--- src/rtl/mem_port_arbiter.sv ---
// Arbitrates the single memory port between instruction fetch (IF) and load/store (LS), one transaction at a time.
// Optional build macro ARB_ROUND_ROBIN_EN: on contention, alternate the winner instead of always favouring LS.
module mem_port_arbiter #(
  parameter int ADDR_W = 32,
  parameter int DATA_W = 32
) (
  input  logic              clk,
  input  logic              rst,
  input  logic              if_req,
  input  logic [ADDR_W-1:0] if_addr,
  output logic              if_gnt,
  output logic              if_rvalid,
  input  logic              ls_req,
  input  logic              ls_we,
  input  logic [ADDR_W-1:0] ls_addr,
  input  logic [DATA_W-1:0] ls_wdata,
  input  logic [1:0]        ls_size,
  output logic              ls_gnt,
  output logic              ls_rvalid,
  output logic [DATA_W-1:0] rdata,
  output logic              mem_req,
  output logic              mem_we,
  output logic [ADDR_W-1:0] mem_addr,
  output logic [DATA_W-1:0] mem_wdata,
  output logic [1:0]        mem_size,
  input  logic              mem_ready,
  input  logic              mem_rvalid,
  input  logic [DATA_W-1:0] mem_rdata,
  output logic              busy,
  output logic              err
);

  typedef enum logic [1:0] {IDLE = 2'd0, REQ = 2'd1, WAIT = 2'd2} state_t;

  state_t            state_q, state_d;
  logic              owner_q, owner_d;      // 1 = LS owns the port
  logic              mem_req_q, mem_req_d;
  logic              mem_we_q, mem_we_d;
  logic [ADDR_W-1:0] mem_addr_q, mem_addr_d;
  logic [DATA_W-1:0] mem_wdata_q, mem_wdata_d;
  logic [1:0]        mem_size_q, mem_size_d;
  logic              busy_q, busy_d;
  logic              err_q, err_d;
  logic              win_ls;
  logic              gnt_now;
  logic              rsp_now;

`ifdef ARB_ROUND_ROBIN_EN
  logic              last_owner_q, last_owner_d;
`endif

  // Reset outranks any handshake happening in the same cycle.
  assign gnt_now   = (state_q == REQ)  && mem_ready  && !rst;
  assign rsp_now   = (state_q == WAIT) && mem_rvalid && !rst;
  assign if_gnt    = gnt_now && !owner_q;
  assign ls_gnt    = gnt_now &&  owner_q;
  assign if_rvalid = rsp_now && !owner_q;
  assign ls_rvalid = rsp_now &&  owner_q;
  assign rdata     = rsp_now ? mem_rdata : {DATA_W{1'b0}};

  assign mem_req   = mem_req_q;
  assign mem_we    = mem_we_q;
  assign mem_addr  = mem_addr_q;
  assign mem_wdata = mem_wdata_q;
  assign mem_size  = mem_size_q;
  assign busy      = busy_q;
  assign err       = err_q;

  always_comb begin
    if (if_req && ls_req) begin
`ifdef ARB_ROUND_ROBIN_EN
      win_ls = !last_owner_q;
`else
      win_ls = 1'b1;
`endif
    end else begin
      win_ls = ls_req;
    end
  end

  always_comb begin
    state_d     = state_q;
    owner_d     = owner_q;
    mem_req_d   = mem_req_q;
    mem_we_d    = mem_we_q;
    mem_addr_d  = mem_addr_q;
    mem_wdata_d = mem_wdata_q;
    mem_size_d  = mem_size_q;
    err_d       = err_q;
`ifdef ARB_ROUND_ROBIN_EN
    last_owner_d = gnt_now ? owner_q : last_owner_q;
`endif
    // A response outside WAIT has no owner: flag it and drop it.
    if (mem_rvalid && (state_q != WAIT)) begin
      err_d = 1'b1;
    end else begin
      err_d = err_q;
    end
    case (state_q)
      IDLE: begin
        if (if_req || ls_req) begin
          owner_d     = win_ls;
          mem_req_d   = 1'b1;
          mem_we_d    = win_ls ? ls_we : 1'b0;
          mem_addr_d  = win_ls ? ls_addr : if_addr;
          mem_wdata_d = win_ls ? ls_wdata : {DATA_W{1'b0}};
          mem_size_d  = win_ls ? ls_size : 2'b10;
          state_d     = REQ;
        end else begin
          state_d = IDLE;
        end
      end
      REQ: begin
        if (mem_ready) begin
          mem_req_d = 1'b0;
          state_d   = WAIT;
        end else begin
          state_d = REQ;
        end
      end
      WAIT: begin
        if (mem_rvalid) begin
          state_d = IDLE;
        end else begin
          state_d = WAIT;
        end
      end
      default: begin
        mem_req_d = 1'b0;
        state_d   = IDLE;
      end
    endcase
    busy_d = (state_d != IDLE);
  end

  always_ff @(posedge clk) begin
    if (rst) begin
      state_q     <= IDLE;
      owner_q     <= 1'b0;
      mem_req_q   <= 1'b0;
      mem_we_q    <= 1'b0;
      mem_addr_q  <= {ADDR_W{1'b0}};
      mem_wdata_q <= {DATA_W{1'b0}};
      mem_size_q  <= 2'b00;
      busy_q      <= 1'b0;
      err_q       <= 1'b0;
`ifdef ARB_ROUND_ROBIN_EN
      last_owner_q <= 1'b0;
`endif
    end else begin
      state_q     <= state_d;
      owner_q     <= owner_d;
      mem_req_q   <= mem_req_d;
      mem_we_q    <= mem_we_d;
      mem_addr_q  <= mem_addr_d;
      mem_wdata_q <= mem_wdata_d;
      mem_size_q  <= mem_size_d;
      busy_q      <= busy_d;
      err_q       <= err_d;
`ifdef ARB_ROUND_ROBIN_EN
      last_owner_q <= last_owner_d;
`endif
    end
  end

endmodule

--- config.mk ---
export PLATFORM = sky130hd
export DESIGN_NAME = mem_port_arbiter
export DESIGN_NICKNAME = d
export VERILOG_FILES = /design/src/rtl/mem_port_arbiter.sv
export SDC_FILE = /design/constraint.sdc
export NUM_CORES = 1
export LEC_CHECK = 0
export ABC_AREA = 1
export CAP_MARGIN = 40
export CORE_AREA = 2 2 126 128
export DETAILED_ROUTE_END_ITERATION = 16
export DIE_AREA = 0 0 128 130
export HOLD_SLACK_MARGIN = 0.06
export SYNTH_ARGS = -nofsm -noshare
export SYNTH_HDL_FRONTEND = slang
export SYNTH_SLANG_ARGS = --single-unit
export TNS_END_PERCENT = 30
--- constraint.sdc ---
create_clock -name clk -period 1.4 [get_ports clk]
set_clock_uncertainty 0.15 [all_clocks]
set_input_delay 0.14 -clock clk [delete_from_list [all_inputs] [get_ports clk]]
set_output_delay 0.14 -clock clk [all_outputs]
set_load 0.1 [all_outputs]
==> flow_metrics.env <==
export IMPL_outcome="complete, but fails checks"
export IMPL_violations="setup timing"
export IMPL_ys_seq_area_share_pct=42.0
export IMPL_cts_buffers=9
export IMPL_r2r_slack_ns=-0.03
export IMPL_drc_errors=0
export IMPL_min_delay_start="ls_req"
export IMPL_drive_gt1_share_pct=24.4
export IMPL_critPathLaunchType="flop"
export IMPL_fmax_ghz=0.570
export IMPL_clkTransAtPathRegs_ns=0.06
export IMPL_critPathKind="flop to output pin"
export IMPL_hold_violations=0
export IMPL_power_frac_seq_pct=29.3
export IMPL_syn_to_final_growth_pct=128
export IMPL_ios=243
export IMPL_mostFrequentLayoutCell="nand2_1"
export IMPL_cp_end_kind="output pin"
export IMPL_fill_cells=1438
export IMPL_std_cell_rows=46
export IMPL_cp_arrival_ns=1.46
export IMPL_die_h_um=130
export IMPL_sw_frac_of_total_pct=38.5
export IMPL_htreeDepth=3
export IMPL_grt_pass1_wl_um=20400
export IMPL_maxSlewViolCount=0
export IMPL_grt_usage_pct=15.9
export IMPL_slew_headroom_pct=72.0
export IMPL_ctsHoldBuffers=0
export IMPL_drt_pass1_iter_count=4
export IMPL_yosys_register_bits=73
export IMPL_worstMarginPinSlew_ns=0.420
export IMPL_combPwrFrac_pct=41.4
export IMPL_io_buffer_count=242
export IMPL_r2r_cells=5
export IMPL_grt_pass1_vias=3890
export IMPL_crit_fanout=8
export IMPL_power_density_nw_per_um2=1070
export IMPL_syn_inst=566
export IMPL_start_util_pct=22.5
export IMPL_diodes=0
export IMPL_wl_per_cell_um=13.4
export IMPL_r2r_end="mem_wdata[22]"
export IMPL_postPlaceCellArea_sq_um=7470
export IMPL_syn_area_per_cell_sq_um=6.14
export IMPL_worst_slack_ns=-0.354
export IMPL_insertion_delay_ns=0.34
export IMPL_finalSetupViolations=39
export IMPL_power_switching_mw=3.26
export IMPL_wl_um=13500
export IMPL_dp_hpwl_um=9940
export IMPL_fin_setup_tns_ns=-12.02
export IMPL_grt_max_degree=68
export IMPL_via_per_inst=4.07
export IMPL_hp_class="primary input to flop"
export IMPL_antenna_found_initial=0
export IMPL_dieArea_sq_um=16600
export IMPL_synth_net_count=703
export IMPL_irDropWorstVdd_v=0.000833
export IMPL_rsz0062_at_grt="yes"
export IMPL_ys_types=16
export IMPL_timing_rr_start="state_q[1]"
export IMPL_cp_required_ns=1.11
export IMPL_yosysWarnings=0
export IMPL_via_count=4088
export IMPL_final_nets=945
export IMPL_clock_power_share_pct=29.4
export IMPL_hold_end="mem_size[1]"
export IMPL_syn_area_sq_um=3480
export IMPL_finalCriticalPeriod_ns=1.75
export IMPL_holdPathStages=5
export IMPL_drt_initial_drc_count=143
export IMPL_cts_sinks=73
export IMPL_place_ws_ns=-0.381
export IMPL_final_area_sq_um=7930
export IMPL_cts_max_path_buffers=2
export IMPL_maxCapViolCount=0
export IMPL_globalplace_congestion=0.747
export IMPL_post_route_util_pct=51.4
export IMPL_p_leak_nw=3.50
export IMPL_total_power_mw=8.45
export IMPL_drtAntennaViolNets=0
export IMPL_p_int_mw=5.20
export IMPL_final_cell_mix="nand2_1, clkdlybuf4s50_1, buf_12"
export IMPL_die_w_um=128
export IMPL_ctsRootBufferMaster="clkbuf_16"
export IMPL_timing_final_crit_share_pct=125
export IMPL_overflow=0
export IMPL_cts_tree="built"
export IMPL_core_sq_um=15400
==> routing by layer <==
metal	GRT usage [%]	share of wire [%]
met5	0	0
met4	4.91	1.3
met3	5.86	7.2
met2	27.1	50
met1	18.6	41
==> cell type report <==
type                            count  area [sq um]  area share (%)
Timing Repair Buffer              266          3790            47.8
Multi-Input combinational cell    386          1850            23.3
Sequential cell                    73          1460            18.5
Inverter                           72           270            3.41
Tap cell                          192           240            3.03
Clock buffer                        9           225            2.84
Clock inverter                      6          91.3            1.15
==> state kept, by name, indices dropped and copies added, names as in the netlist <==
signal     count
state_q        2
mem_wdata     32
mem_req        1
err            1
mem_we         1
mem_size       2
owner_q        1
busy           1
mem_addr      32
==> Yosys cell counts <==
master	count	share of area (%)
o21ai_0	3	0.43
buf_2	12	1.7
buf_1	1	0.11
nand3b_1	1	0.22
nor2_1	102	11
a21oi_1	38	5.5
nand4_1	2	0.36
dfxtp_1	73	42
nand2_1	204	22
nor2_4	1	0.32
buf_6	3	0.97
clkbuf_1	15	1.6
inv_2	2	0.22
inv_1	70	7.6
nand3_1	35	5.0
buf_4	4	0.86
==> worst max-delay path, cell delays in order, from the launching register on <==
cell and delay (ns):
dfxtp_2 0.33, inv_2 0.05, nand4_1 0.09, buf_6 0.17, clkbuf_16 0.19, nor2_4 0.11, buf_12 0.18
==> repair_timing <==
action	in CTS	in global routing
cloned	2	1
pin swaps	2	3
endpoints found under the setup margin	70	107
setup buffers	2	0
resized for setup	10	7
==> per-stage QoR <==
| stage | hold WS, ns | std cells |
|---|---|---|
| 3_3_place_gp | 0.334 | 984 |
| 3_5_place_dp | 0.338 | 984 |
| 6_report | 0.180 | 1004 |
| 4_1_cts | 0.167 | 1003 |
| 5_1_grt | 0.201 | 1004 |
| 2_1_floorplan | 0.135 | 566 |
==> worst max-delay path by stage <==
| stage | from | end | slack [ns] | cells past startpoint |
|---|---|---|---|---|
| after floorplan | state_q[0] | rdata[10] | -0.42 | 4 |
| after global placement | mem_rvalid | ls_rvalid | -0.35 | 5 |
| after detailed placement | mem_rvalid | ls_rvalid | -0.38 | 5 |
| after CTS | state_q[0] | rdata[9] | -0.38 | 6 |
| after global routing | state_q[0] | rdata[13] | -0.43 | 6 |
| final | state_q[0] | rdata[19] | -0.35 | 6 |
==> kinds of logic after synthesis <==
| group | after synthesis | synth area share (%) |
|---|---|---|
| and+or+nand+nor | 345 | 39.0 |
| buffers and inverters | 107 | 13.1 |
| DFF | 73 | 42.0 |
| AOI/OAI and AO/OA | 41 | 5.90 |
==> power by group through the flow <==
stage / registers, mW / clock network [mW] / logic, mW
2_1_floorplan: 3.75 / 0 / 0.749
3_3_place_gp: 2.51 / 0 / 3.48
3_5_place_dp: 2.52 / 0 / 3.50
4_1_cts: 2.47 / 2.59 / 3.52
5_1_grt: 2.50 / 2.67 / 3.69
6_report: 2.47 / 2.49 / 3.50
(Power assumes the default switching activity.)
